### config.mk
export PLATFORM = sky130hd
export DESIGN_NAME = control_unit
export DESIGN_NICKNAME = d
export VERILOG_FILES = /design/src/rtl/cpu_pkg.sv /design/src/rtl/cu_decode.sv /design/src/rtl/control_unit.sv
export SDC_FILE = /design/constraint.sdc
export NUM_CORES = 1
export LEC_CHECK = 0
export CORE_ASPECT_RATIO = 0.7
export CORE_MARGIN = 8
export CORE_UTILIZATION = 39
export DETAILED_ROUTE_END_ITERATION = 6
export PLACE_DENSITY = 0.78
export REMOVE_ABC_BUFFERS = 1
export SLEW_MARGIN = 15
export SYNTH_ARGS = -nofsm -noshare
export SYNTH_HDL_FRONTEND = slang
export SYNTH_SLANG_ARGS = --single-unit
export TNS_END_PERCENT = 10
### constraint.sdc
create_clock -name clk -period 2.9 [get_ports clk]
set_input_delay 0.58 -clock clk [delete_from_list [all_inputs] [get_ports clk]]
set_output_delay 0.58 -clock clk [all_outputs]
set_load 0.05 [all_outputs]
### src/rtl/cpu_pkg.sv
// Shared definitions for the Mini SRC control unit: opcode encodings,
// FSM state enumeration and the instruction classes used by the sequencer.
package cpu_pkg;

  localparam logic [4:0] OP_LD   = 5'b00000;
  localparam logic [4:0] OP_LDI  = 5'b00001;
  localparam logic [4:0] OP_ST   = 5'b00010;
  localparam logic [4:0] OP_ADD  = 5'b00011;
  localparam logic [4:0] OP_SUB  = 5'b00100;
  localparam logic [4:0] OP_AND  = 5'b00101;
  localparam logic [4:0] OP_OR   = 5'b00110;
  localparam logic [4:0] OP_SHR  = 5'b00111;
  localparam logic [4:0] OP_SHRA = 5'b01000;
  localparam logic [4:0] OP_SHL  = 5'b01001;
  localparam logic [4:0] OP_ROR  = 5'b01010;
  localparam logic [4:0] OP_ROL  = 5'b01011;
  localparam logic [4:0] OP_ADDI = 5'b01100;
  localparam logic [4:0] OP_ANDI = 5'b01101;
  localparam logic [4:0] OP_ORI  = 5'b01110;
  localparam logic [4:0] OP_DIV  = 5'b01111;
  localparam logic [4:0] OP_MUL  = 5'b10000;
  localparam logic [4:0] OP_NEG  = 5'b10001;
  localparam logic [4:0] OP_NOT  = 5'b10010;
  localparam logic [4:0] OP_BR   = 5'b10011;
  localparam logic [4:0] OP_MFHI = 5'b11000;
  localparam logic [4:0] OP_MFLO = 5'b11001;
  localparam logic [4:0] OP_NOP  = 5'b11010;
  localparam logic [4:0] OP_HALT = 5'b11011;

  typedef enum logic [3:0] {
    IDLE,
    FETCH0,
    FETCH1,
    FETCH2,
    T3,
    T4,
    T5,
    T6,
    T7,
    HALT
  } state_t;

  typedef enum logic [3:0] {
    IC_ALU,
    IC_IMM,
    IC_LD,
    IC_LDI,
    IC_ST,
    IC_BR,
    IC_MULDIV,
    IC_MFHI,
    IC_MFLO,
    IC_NOP,
    IC_HALT
  } iclass_t;

endpackage

### src/rtl/cu_decode.sv
// Opcode classifier: maps a 5-bit opcode to its instruction class and the
// number of the final execute step (3..7) of that class.
module cu_decode
  import cpu_pkg::*;
(
  input  logic [4:0] opcode,
  output iclass_t    iclass,
  output logic [2:0] last_step
);

  // Group opcodes by their micro-step sequence; unknown opcodes act as nop.
  always_comb begin
    iclass = IC_NOP;
    case (opcode)
      OP_ADD, OP_SUB, OP_AND, OP_OR, OP_SHR, OP_SHRA,
      OP_SHL, OP_ROR, OP_ROL, OP_NEG, OP_NOT: iclass = IC_ALU;
      OP_ADDI, OP_ANDI, OP_ORI:               iclass = IC_IMM;
      OP_LD:                                  iclass = IC_LD;
      OP_LDI:                                 iclass = IC_LDI;
      OP_ST:                                  iclass = IC_ST;
      OP_BR:                                  iclass = IC_BR;
      OP_MUL, OP_DIV:                         iclass = IC_MULDIV;
      OP_MFHI:                                iclass = IC_MFHI;
      OP_MFLO:                                iclass = IC_MFLO;
      OP_HALT:                                iclass = IC_HALT;
      default:                                iclass = IC_NOP;
    endcase
  end

  // Final execute step per class; after it the sequencer refetches.
  always_comb begin
    last_step = 3'd3;
    case (iclass)
      IC_ALU, IC_IMM, IC_LDI: last_step = 3'd5;
      IC_LD, IC_ST:           last_step = 3'd7;
      IC_BR, IC_MULDIV:       last_step = 3'd6;
      default:                last_step = 3'd3;
    endcase
  end

endmodule

### src/rtl/control_unit.sv
// Mini SRC control sequencer: fetch/execute FSM whose strobes and bus
// selects are decoded combinationally from the current state, the opcode
// in IR_Data[31:27] and the branch condition.
module control_unit
  import cpu_pkg::*;
#(
  parameter logic [4:0] ADDR_OP = 5'b00011
)
(
  input  logic        clk,
  input  logic        clr,
  input  logic [31:0] IR_Data,
  input  logic        con_output,
  output logic        PC_enable,
  output logic        PC_increment_enable,
  output logic        IR_enable,
  output logic        Y_enable,
  output logic        Z_enable,
  output logic        MAR_enable,
  output logic        MDR_enable,
  output logic        HI_enable,
  output logic        LO_enable,
  output logic        con_enable,
  output logic        read,
  output logic        write,
  output logic        Gra,
  output logic        Grb,
  output logic        Grc,
  output logic        r_enable,
  output logic        r_select,
  output logic        BAout,
  output logic        PC_select,
  output logic        HI_select,
  output logic        LO_select,
  output logic        Z_HI_select,
  output logic        Z_LO_select,
  output logic        MDR_select,
  output logic        InPort_select,
  output logic        c_select,
  output logic [4:0]  alu_instruction,
  output logic        run
);

  state_t     state;
  logic       armed;
  logic [4:0] opcode;
  iclass_t    iclass;
  logic [2:0] last_step;
  logic       unused_ir;

  assign opcode    = IR_Data[31:27];
  assign unused_ir = ^IR_Data[26:0];

  cu_decode u_decode (
    .opcode    (opcode),
    .iclass    (iclass),
    .last_step (last_step)
  );

  function automatic logic [2:0] step_of(input state_t s);
    case (s)
      T3:      return 3'd3;
      T4:      return 3'd4;
      T5:      return 3'd5;
      T6:      return 3'd6;
      T7:      return 3'd7;
      default: return 3'd0;
    endcase
  endfunction

  function automatic state_t next_exec(input state_t s);
    case (s)
      T3:      return T4;
      T4:      return T5;
      T5:      return T6;
      T6:      return T7;
      default: return FETCH0;
    endcase
  endfunction

  // Sequencer. 'armed' spends the first edge after reset release in IDLE so
  // that FETCH0 starts on the second edge, giving downstream logic a full
  // cycle out of reset before the first PC/MAR load.
  always_ff @(posedge clk or posedge clr) begin
    if (clr) begin
      state <= IDLE;
      armed <= 1'b0;
    end else begin
      armed <= 1'b1;
      case (state)
        IDLE:   if (armed) state <= FETCH0;
        FETCH0: state <= FETCH1;
        FETCH1: state <= FETCH2;
        FETCH2: state <= T3;
        T3, T4, T5, T6, T7: begin
          if (step_of(state) >= last_step)
            state <= (iclass == IC_HALT) ? HALT : FETCH0;
          else
            state <= next_exec(state);
        end
        HALT:    state <= HALT;
        default: state <= IDLE;
      endcase
    end
  end

  // Micro-operation decode: each state/class pair raises its strobes and
  // exactly one bus source; everything else stays low.
  always_comb begin
    PC_enable           = 1'b0;
    PC_increment_enable = 1'b0;
    IR_enable           = 1'b0;
    Y_enable            = 1'b0;
    Z_enable            = 1'b0;
    MAR_enable          = 1'b0;
    MDR_enable          = 1'b0;
    HI_enable           = 1'b0;
    LO_enable           = 1'b0;
    con_enable          = 1'b0;
    read                = 1'b0;
    write               = 1'b0;
    Gra                 = 1'b0;
    Grb                 = 1'b0;
    Grc                 = 1'b0;
    r_enable            = 1'b0;
    r_select            = 1'b0;
    BAout               = 1'b0;
    PC_select           = 1'b0;
    HI_select           = 1'b0;
    LO_select           = 1'b0;
    Z_HI_select         = 1'b0;
    Z_LO_select         = 1'b0;
    MDR_select          = 1'b0;
    InPort_select       = 1'b0;
    c_select            = 1'b0;
    alu_instruction     = 5'b00000;
    case (state)
      FETCH0: begin
        PC_select           = 1'b1;
        MAR_enable          = 1'b1;
        PC_increment_enable = 1'b1;
      end
      FETCH1: begin
        read       = 1'b1;
        MDR_enable = 1'b1;
      end
      FETCH2: begin
        MDR_select = 1'b1;
        IR_enable  = 1'b1;
      end
      T3: begin
        case (iclass)
          IC_ALU, IC_IMM: begin
            Grb = 1'b1; r_select = 1'b1; Y_enable = 1'b1;
          end
          IC_LD, IC_LDI, IC_ST: begin
            Grb = 1'b1; r_select = 1'b1; BAout = 1'b1; Y_enable = 1'b1;
          end
          IC_BR: begin
            Gra = 1'b1; r_select = 1'b1; con_enable = 1'b1;
          end
          IC_MULDIV: begin
            Gra = 1'b1; r_select = 1'b1; Y_enable = 1'b1;
          end
          IC_MFHI: begin
            HI_select = 1'b1; Gra = 1'b1; r_enable = 1'b1;
          end
          IC_MFLO: begin
            LO_select = 1'b1; Gra = 1'b1; r_enable = 1'b1;
          end
          default: ;
        endcase
      end
      T4: begin
        case (iclass)
          IC_ALU: begin
            Grc = 1'b1; r_select = 1'b1; Z_enable = 1'b1;
            alu_instruction = opcode;
          end
          IC_IMM: begin
            c_select = 1'b1; Z_enable = 1'b1;
            alu_instruction = opcode;
          end
          IC_LD, IC_LDI, IC_ST: begin
            c_select = 1'b1; Z_enable = 1'b1;
            alu_instruction = ADDR_OP;
          end
          IC_BR: begin
            PC_select = 1'b1; Y_enable = 1'b1;
          end
          IC_MULDIV: begin
            Grb = 1'b1; r_select = 1'b1; Z_enable = 1'b1;
            alu_instruction = opcode;
          end
          default: ;
        endcase
      end
      T5: begin
        case (iclass)
          IC_ALU, IC_IMM, IC_LDI: begin
            Z_LO_select = 1'b1; Gra = 1'b1; r_enable = 1'b1;
          end
          IC_LD, IC_ST: begin
            Z_LO_select = 1'b1; MAR_enable = 1'b1;
          end
          IC_BR: begin
            c_select = 1'b1; Z_enable = 1'b1;
            alu_instruction = ADDR_OP;
          end
          IC_MULDIV: begin
            Z_LO_select = 1'b1; LO_enable = 1'b1;
          end
          default: ;
        endcase
      end
      T6: begin
        case (iclass)
          IC_LD: begin
            read = 1'b1; MDR_enable = 1'b1;
          end
          IC_ST: begin
            Gra = 1'b1; r_select = 1'b1; MDR_enable = 1'b1;
          end
          IC_BR: begin
            Z_LO_select = 1'b1; PC_enable = con_output;
          end
          IC_MULDIV: begin
            Z_HI_select = 1'b1; HI_enable = 1'b1;
          end
          default: ;
        endcase
      end
      T7: begin
        case (iclass)
          IC_LD: begin
            MDR_select = 1'b1; Gra = 1'b1; r_enable = 1'b1;
          end
          IC_ST: write = 1'b1;
          default: ;
        endcase
      end
      default: ;
    endcase
  end

  // run drops only while held in reset or once halted.
  always_comb begin
    run = (state != HALT) && !((state == IDLE) && clr);
  end

endmodule

==> results_dict.tcl, run 1 <==
set metrics [dict create \
    grt_usage_pct 20.8 \
    failed_checks "negative setup slack" \
    ir_drop_mv 0.569 \
    antenna_found_initial 0 \
    tns_ns -4.58 \
    cts_made_buffers 3 \
    grt_pass1_vias 1748 \
    synth_ff_type "dfrtp_1" \
    synth_area_leader_cell "dfrtp_1" \
    fin_ws_ns -0.263 \
    worstMarginPinSlew_ns 0.605 \
    final_layout_size_suffix_gt1_share_pct 60.3 \
    placed_cells 276 \
    clock-skew-final_ns 0.00469 \
    diodes 0 \
    synth_cells 168 \
    startpoint_type "input pin" \
    leakage_uw 0.00107 \
    drtIter0Drc 359 \
    ant_nets 0 \
    ys_seq_area_share_pct 10.5 \
    avgRoutedWirePerCell_um 26.6 \
    vias 2017 \
    root_buffer "clkbuf_8" \
    yosysUniqueCellTypes 54 \
    yosys_warnings 0 \
    areaGrowthSynthToFinish_pct 117 \
    max-cap-violations 0 \
    hold_buffers 0 \
    netlist_top_cells_area "dfrtp_1 (11%), ha_1 (8.4%), nor2_1 (7.0%)" \
    slew_viol_final 0 \
    maxSlewHeadroom_pct 59.7 \
    syn-mean-instance-area_um2 7.06 \
    final_cell_area_mm2 0.00258 \
    timing_worst_setup_path_type "in -> out" \
    die_h_um 62.1 \
    cp_slowest_cell "o21ba_4" \
    fmax_ghz 0.316 \
    end_kind "primary output" \
    hold_viol 0 \
    insertion_delay_ns 0.23 \
    cts_sinks 5 \
    rows 16 \
    powerDensity_mw_per_mm2 726 \
    nNetsFinal 296 \
    detailed_place.area_mm2 0.00216 \
    cp_cell_sequence "buf_6 -> buf_4 -> ha_1 -> nor2b_2 -> a221oi_2 -> o21ba_4 -> buf_4 -> nand3_4 -> o22ai_4 -> o31a_1 -> buf_12" \
    grt_pass1_wl_um 8800 \
    period_share_pct 109 \
    fill_cells 99 \
    drt-pass1-iter-count 5 \
    clk_pin_slew_ns 0.04 \
    hold_class "in -> async" \
    grt_overflow_total 0 \
    cts_tree "yes" \
    ys_seq_elements 5 \
    synth_area_mm2 0.00119 \
    critical_path_arrival_ns 2.58 \
    reg2regPathDepth 10 \
    cpPeakStageDelay_ns 0.32 \
    grt_max_degree 17 \
    crit_top_cell "buf_4" \
    core-area_mm2 0.00284 \
    layout_min_cycle_time_ns 3.16 \
    rsz0062_at_grt "true" \
    route.detailed.drc 0 \
    die_area_mm2 0.00509 \
    clockBufferDepth 2 \
    finalSetupViolCount 33 \
    ff2ff_setup_slack_ns 0.18 \
    cts_htree_levels 1 \
    start_util_pct 41.7 \
    portBuffers 38 \
    stdcell_count 288 \
    multiInputGateArea_mm2 0.00122 \
    gp_congestion 0.915 \
    pin_count 67 \
    wirelength_um 7660 \
    status "finished, violations left" \
    synth_edf_count 0 \
    routed_via_density 7.00 \
    regArea_um2 125 \
    synthArstFlopShare_pct 100 \
    hpwl_um 3510 \
    critPathMaxFanout 5 \
    utilization_pct 90.7 \
    die_x_um 81.9 \
    yosysTopAreaCellShare_pct 10.5 \
    cp.required_ns 2.32 \
]
## repair_timing
action,in CTS,in global routing
buffers inserted,4,4
setup endpoints to repair,32,32
pin swaps,14,13
gates resized for setup,51,49
## stage by stage
step / setup slack [ns] / hold WS, ns / total power [uW]
2_1_floorplan: -0.693 / 0.367 / 846
3_3_place_gp: -0.589 / 0.609 / 1400
3_5_place_dp: -0.670 / 0.614 / 1420
4_1_cts: -0.0951 / 0.574 / 1610
5_1_grt: -0.314 / 0.640 / 1920
6_report: -0.263 / 0.646 / 1870
## cell usage after synthesis, drive strengths merged (2+ instances only)
cell type / count
mux2: 2
a22o: 2
o31a: 2
nand3b: 2
nand2b: 4
nor3: 9
nand3: 8
and2: 5
a221o: 2
inv: 8
clkbuf: 3
buf: 10
a221oi: 3
a21oi: 11
nand2: 15
nor2b: 2
a31oi: 2
dfrtp: 5
a21o: 4
o21bai: 2
o22ai: 6
o31ai: 2
nor2: 24
o21ai: 11
conb: 2
ha: 8
## power breakdown
| group | leakage (uW) | switching, uW | internal (uW) | total [uW] |
|---|---|---|---|---|
| combinational | 0.000984 | 894 | 634 | 1530 |
| sequential | 0.0000617 | 110 | 96.7 | 206 |
| clock | 0.0000228 | 44.7 | 95.3 | 140 |
| total | 0.00107 | 1050 | 825 | 1870 |
## logic make-up (layout without fill, tap and decap cells)
family / Yosys count / in the layout / share of synthesized area [%]
and+or+nand+nor: 76 / 76 / 32.7
AOI/OAI and AO/OA: 52 / 52 / 34.3
buffers and inverters: 21 / 105 / 9.28
adders and majority gates: 8 / 8 / 8.44
DFF: 5 / 5 / 10.5
muxes: 3 / 3 / 3.38
other: 2 / 2 / 0.633
xor gates and xnor gates: 1 / 1 / 0.739
## final timing paths
kind / start / to
setup reg to reg: state[1] / state[3]
max in group asynchronous: clr / state[1]
hold / removal: clr / armed
min in group clk: state[3] / state[2]
hold reg to reg: state[3] / state[2]
setup / recovery: IR_Data[27] / alu_instruction[1]
## placed cells by master, fill, tap and decap left out, types with 5 or more instances in the layout
cell      n
nor2_2    6
a21oi_2   5
nor2_1   14
nand2_1  10
dfrtp_1   5
o21ai_0   6
nand3_1   6
buf_12   28
nand2_2   5
buf_6    12
ha_1      5
nor3_1    6
buf_4    45
inv_1     6
## layout make-up
type                       count  share of cell area [%]
clock buffer                   4                    1.75
tap                           36                    1.75
sequential                     5                    4.85
inverter                       8                    1.46
multi-input combinational    142                    47.4
timing repair buffer          93                    42.8
## state kept, by name, summed over array words and instances (netlist names)
signal and cells:
state 4, armed 1
## critical path: cells and delay by family
kind,cells,cell delay [ns]
buffers and inverters,4,0.56
AOI/OAI and AO/OA,4,0.93
and+or+nand+nor,2,0.29
adders and majority gates,1,0.21
## per-layer routing
layer | track usage [%] | part of all wire, % | wire length [um] | up-vias
met5 | 0 | 0 | 0 | -
met4 | 8.95 | 8.4 | 640 | 0
met3 | 4.60 | 14 | 1080 | 87
met2 | 31.8 | 42 | 3250 | 228
met1 | 27.0 | 35 | 2690 | 930
li1 | - | - | - | 772
Note: power is estimated with default switching activity, not from simulation.
==> run 2: changes to the inputs <==
--- a/config.mk
+++ b/config.mk
@@ -9,6 +9,7 @@
 export CORE_MARGIN = 8
 export CORE_UTILIZATION = 39
 export DETAILED_ROUTE_END_ITERATION = 6
+export MAX_ROUTING_LAYER = met4
 export PLACE_DENSITY = 0.78
 export REMOVE_ABC_BUFFERS = 1
 export SLEW_MARGIN = 15
==> results_dict.tcl, run 2 (synthesis gave the netlist of run 1 again) <==
set metrics [dict create \
    status "finished, violations left" \
    failed_checks "negative setup slack" \
    areaGrowthSynthToFinish_pct 117 \
    hold_class "in -> async" \
    reg2regPathDepth 10 \
    final_common_cell "buf_4" \
    layout_min_cycle_time_ns 3.17 \
    end_kind "register" \
    pin_count 67 \
    start_util_pct 41.7 \
    die_area_mm2 0.00509 \
    final_cell_area_mm2 0.00257 \
    cts_htree_levels 1 \
    drtIter0Drc 340 \
    wirelength_um 7490 \
    final_layout_size_suffix_gt1_share_pct 60.3 \
    rows 16 \
    root_buffer "clkbuf_8" \
    top_regs "state (4), armed (1)" \
    fin_ws_ns -0.273 \
    slew_viol_final 0 \
    r2r-start "state[1]" \
    hold_viol 0 \
    worstMarginPinSlew_ns 0.565 \
    timing_worst_setup_path_type "in -> reg" \
    antenna_found_initial 0 \
    ff2ff_setup_slack_ns 0.18 \
    grt_usage_pct 21.4 \
    grt_pass1_wl_um 8780 \
    cts_tree "yes" \
    startpoint_type "input pin" \
    grt_pass1_vias 1744 \
    largest-register "state" \
    drt-pass1-iter-count 5 \
    diodes 0 \
    placed_cells 276 \
    critPathMaxFanout 5 \
    fmax_ghz 0.315 \
    final_cell_mix "buf_4 (45), buf_12 (28), nor2_1 (14), buf_6 (12), nand2_1 (10)" \
    p_int_uw 822 \
    powerDensity_mw_per_mm2 720 \
    utilization_pct 90.6 \
    grt_max_degree 17 \
    portBuffers 38 \
    gp_congestion 0.931 \
    insertion_delay_ns 0.22 \
    die_h_um 62.1 \
    clockBufferDepth 2 \
    clk_pin_slew_ns 0.04 \
    stdcell_count 288 \
    place_ws_ns -0.670 \
    power_frac_seq_pct 11.3 \
    max-cap-violations 0 \
    largest_reg_flops 4 \
    cts_sinks 5 \
    crit-reg2reg-capture "state[3]" \
    clock-skew-final_ns 0.00869 \
    avgRoutedWirePerCell_um 26.0 \
    hold_buffers 0 \
    grt_overflow_total 0 \
    routed_via_density 6.96 \
    critical_path_arrival_ns 3.30 \
    clkPwrFrac_pct 7.1 \
    ant_nets 0 \
    p_sw_uw 1030 \
    leakage_uw 0.00107 \
    die_x_um 81.9 \
    maxSlewHeadroom_pct 62.3 \
    period_share_pct 109 \
    cp.required_ns 3.02 \
    vias 2005 \
    ir_drop_mv 0.639 \
    swShare_pct 55.7 \
    finalSetupViolCount 33 \
    cts_made_buffers 3 \
    nNetsFinal 296 \
    p_comb_share_pct 81.6 \
    hpwl_um 3510 \
    detailed_place.area_mm2 0.00216 \
    rsz0062_at_grt "true" \
    route.detailed.drc 0 \
    core-area_mm2 0.00284 \
]
-- run 2: how the worst max path moves through the flow --
stage,depth (start not counted),startpoint,slack [ns],end
floorplan,6,IR_Data[27],-0.69,HI_enable
global placement,13,IR_Data[27],-0.59,state[3]
finish,15,IR_Data[27],-0.27,state[3]
global route,15,IR_Data[27],-0.42,state[3]
detailed placement,10,IR_Data[27],-0.67,alu_instruction[2]
CTS,10,IR_Data[28],-0.1,Gra
-- run 2: power by group through the flow --
stage / Clock (uW) / Combinational, uW / Sequential [uW]
2_1_floorplan: 0 / 679 / 167
3_5_place_dp: 0 / 1240 / 184
3_3_place_gp: 0 / 1220 / 182
4_1_cts: 132 / 1290 / 185
5_1_grt: 138 / 1570 / 216
6_report: 131 / 1510 / 210
-- run 2: per-stage QoR --
stage                     setup TNS (ns)  total power, uW  hold slack [ns]
after detailed placement          -16.55             1420            0.614
after global routing               -7.12             1920            0.661
after floorplan                    -6.87              846            0.367
final                              -5.01             1850            0.646
after global placement            -14.88             1400            0.609
after CTS                         -0.492             1610            0.574
-- run 2: cell type report --
type,count,area [um^2]
multi-input cells,142,1220
repair buffers,93,1100
fillers,108,268
flip-flops and latches,5,126
clock buffers,4,45.0
well taps,36,45.0
inverters,8,37.5
-- run 2: what timing repair did --
action                                  in CTS  in global routing
endpoints found under the setup margin      32                 32
pin swaps                                   14                 13
resized for setup                           51                 49
setup buffers                                4                  4
endpoints found under the hold margin        0                  0
gates cloned                                 0                  0
-- run 2: worst max-delay path, stage by stage --
cell	delay, ns
buf_6	0.09
buf_4	0.14
ha_1	0.19
nor2b_2	0.06
a221oi_2	0.40
o21ba_4	0.26
nand2_1	0.13
nand3_1	0.10
ha_1	0.26
nand2b_1	0.18
a21o_1	0.23
a21oi_2	0.21
buf_6	0.15
a31oi_1	0.10
o22ai_1	0.23
-- run 2: routing by layer --
| metal | global-route usage [%] | up-vias | share of wire, % |
|---|---|---|---|
| met1 | 27.0 | 900 | 35 |
| li1 | - | 775 | - |
| met2 | 31.7 | 229 | 43 |
| met3 | 4.45 | 101 | 13 |
| met5 | - | - | 0 |
| met4 | 9.17 | 0 | 9.0 |
==> run 3: changes to the inputs <==
--- a/config.mk
+++ b/config.mk
@@ -5,12 +5,14 @@
 export SDC_FILE = /design/constraint.sdc
 export NUM_CORES = 1
 export LEC_CHECK = 0
+export ABC_CLOCK_PERIOD_IN_PS = 2900
 export CORE_ASPECT_RATIO = 0.7
 export CORE_MARGIN = 8
 export CORE_UTILIZATION = 39
 export DETAILED_ROUTE_END_ITERATION = 6
 export MAX_ROUTING_LAYER = met4
 export PLACE_DENSITY = 0.78
+export RECOVER_POWER = 25
 export REMOVE_ABC_BUFFERS = 1
 export SLEW_MARGIN = 15
 export SYNTH_ARGS = -nofsm -noshare
==> results_dict.tcl, run 3 (synthesis gave the netlist of run 1 again) <==
set metrics [dict create \
    cp_slowest_cell "a221oi_2" \
    die_h_um 62.1 \
    maxSlewHeadroom_pct 62.5 \
    avgRoutedWirePerCell_um 26.0 \
    status "finished, violations left" \
    vias 1990 \
    route.detailed.drc 0 \
    antenna_found_initial 0 \
    layout_min_cycle_time_ns 3.17 \
    slew_viol_final 0 \
    fin_ws_ns -0.272 \
    final_layout_size_suffix_gt1_share_pct 60.3 \
    startpoint_type "input pin" \
    pin_count 67 \
    grt_usage_pct 21.4 \
    cts_made_buffers 3 \
    rows 16 \
    areaGrowthSynthToFinish_pct 117 \
    top_regs "state (4), armed (1)" \
    die_area_mm2 0.00509 \
    cp.required_ns 3.02 \
    rsz0062_at_grt "true" \
    drtIter0Drc 340 \
    cts_tree "yes" \
    final_common_cell "buf_4" \
    ant_nets 0 \
    grt_overflow_total 0 \
    clk_pin_slew_ns 0.04 \
    largest_reg_flops 4 \
    clock-skew-final_ns 0.00871 \
    period_share_pct 109 \
    hpwl_um 3510 \
    failed_checks "negative setup slack" \
    powerDensity_mw_per_mm2 720 \
    gp_congestion 0.931 \
    diodes 0 \
    hold_viol 0 \
    max-cap-violations 0 \
    die_x_um 81.9 \
    final_cell_area_mm2 0.00257 \
    drt-pass1-iter-count 5 \
    largest-register "state" \
    start_util_pct 41.7 \
    end_kind "register" \
    final_cell_mix "buf_4 (45), buf_12 (28), nor2_1 (14), buf_6 (12), nand2_1 (10)" \
    grt_max_degree 17 \
    hold_ws_ns 0.709 \
    critical_path_arrival_ns 3.29 \
    insertion_delay_ns 0.22 \
    critPathMaxFanout 5 \
    cts_sinks 5 \
    routed_via_density 6.91 \
    wirelength_um 7490 \
    timing_worst_setup_path_type "in -> reg" \
    hold_class "reg -> reg" \
    root_buffer "clkbuf_8" \
    utilization_pct 90.6 \
    clockBufferDepth 2 \
    portBuffers 38 \
    finalSetupViolCount 33 \
    detailed_place.area_mm2 0.00216 \
    core-area_mm2 0.00284 \
    cpPeakStageDelay_ns 0.40 \
    grt_pass1_wl_um 8780 \
    tns_ns -5.17 \
    cts_htree_levels 1 \
    grt_pass1_vias 1744 \
    cp_cell_sequence "buf_6 -> buf_4 -> ha_1 -> nor2b_2 -> a221oi_2 -> o21ba_4 -> nand2_1 -> nand3_1 -> ha_1 -> nand2b_1 -> a21o_1 -> a21oi_2 -> buf_6 -> a31oi_1 -> o22ai_1" \
    leakage_uw 0.00107 \
    ir_drop_mv 0.640 \
    ff2ff_setup_slack_ns 0.17 \
    worstMarginPinSlew_ns 0.562 \
    nNetsFinal 296 \
    fmax_ghz 0.315 \
]
[run 3: cell types whose count changed in the layout (fill, tap and decap cells not counted), sizes merged]
cell | before | now
clkdlybuf4s50 | 4 | 3
dlygate4sd3 | 0 | 1
[run 3: cell type report]
cell class	instances	area, um^2
well taps	36	45.0
clock buffers	4	45.0
flip-flops and latches	5	126
fillers	108	268
repair buffers	93	1100
inverters	8	37.5
multi-input cells	142	1220
[run 3: per-stage QoR]
step	power [uW]	cells	worst slack, ns
2_1_floorplan	846	155	-0.693
3_3_place_gp	1400	276	-0.589
3_5_place_dp	1420	276	-0.670
4_1_cts	1610	284	-0.0951
5_1_grt	1920	288	-0.416
6_report	1850	288	-0.272
[run 3: critical path, delay by kind of cell]
family,cells,cell delay [ns]
adders and majority gates,2,0.45
and+or+nand+nor,4,0.44
buffers and inverters,3,0.39
AOI/OAI and AO/OA,6,1.43
[run 3: what timing repair did]
action	4_1_cts	5_1_grt
gates resized for setup	51	49
hold buffers	0	0
pin swaps	14	13
buffers inserted	4	4
endpoints found under the setup margin	32	32
[run 3: final timing paths]
kind,startpoint,to,cells past startpoint
min in group asynchronous,clr,state[3],2
max in group asynchronous,clr,state[2],2
hold / removal,state[2],state[0],1
hold reg to reg,state[2],state[0],1
setup reg to reg,state[1],state[3],10
setup / recovery,IR_Data[27],state[3],15
[run 3: power breakdown]
group	internal (uW)	switching [uW]	total (uW)	leakage (uW)
registers	98.1	113	211	0.0000604
clock network	94.6	36.2	131	0.0000228
logic	629	884	1510	0.000984
total	822	1030	1850	0.00107
[run 3: layer usage]
| metal | track usage, % | share of wire (%) | vias to the layer above |
|---|---|---|---|
| li1 | - | - | 775 |
| met2 | 31.7 | 43 | 221 |
| met3 | 4.45 | 13 | 92 |
| met4 | 9.17 | 9.1 | 0 |
| met5 | - | 0 | - |
| met1 | 27.0 | 35 | 902 |
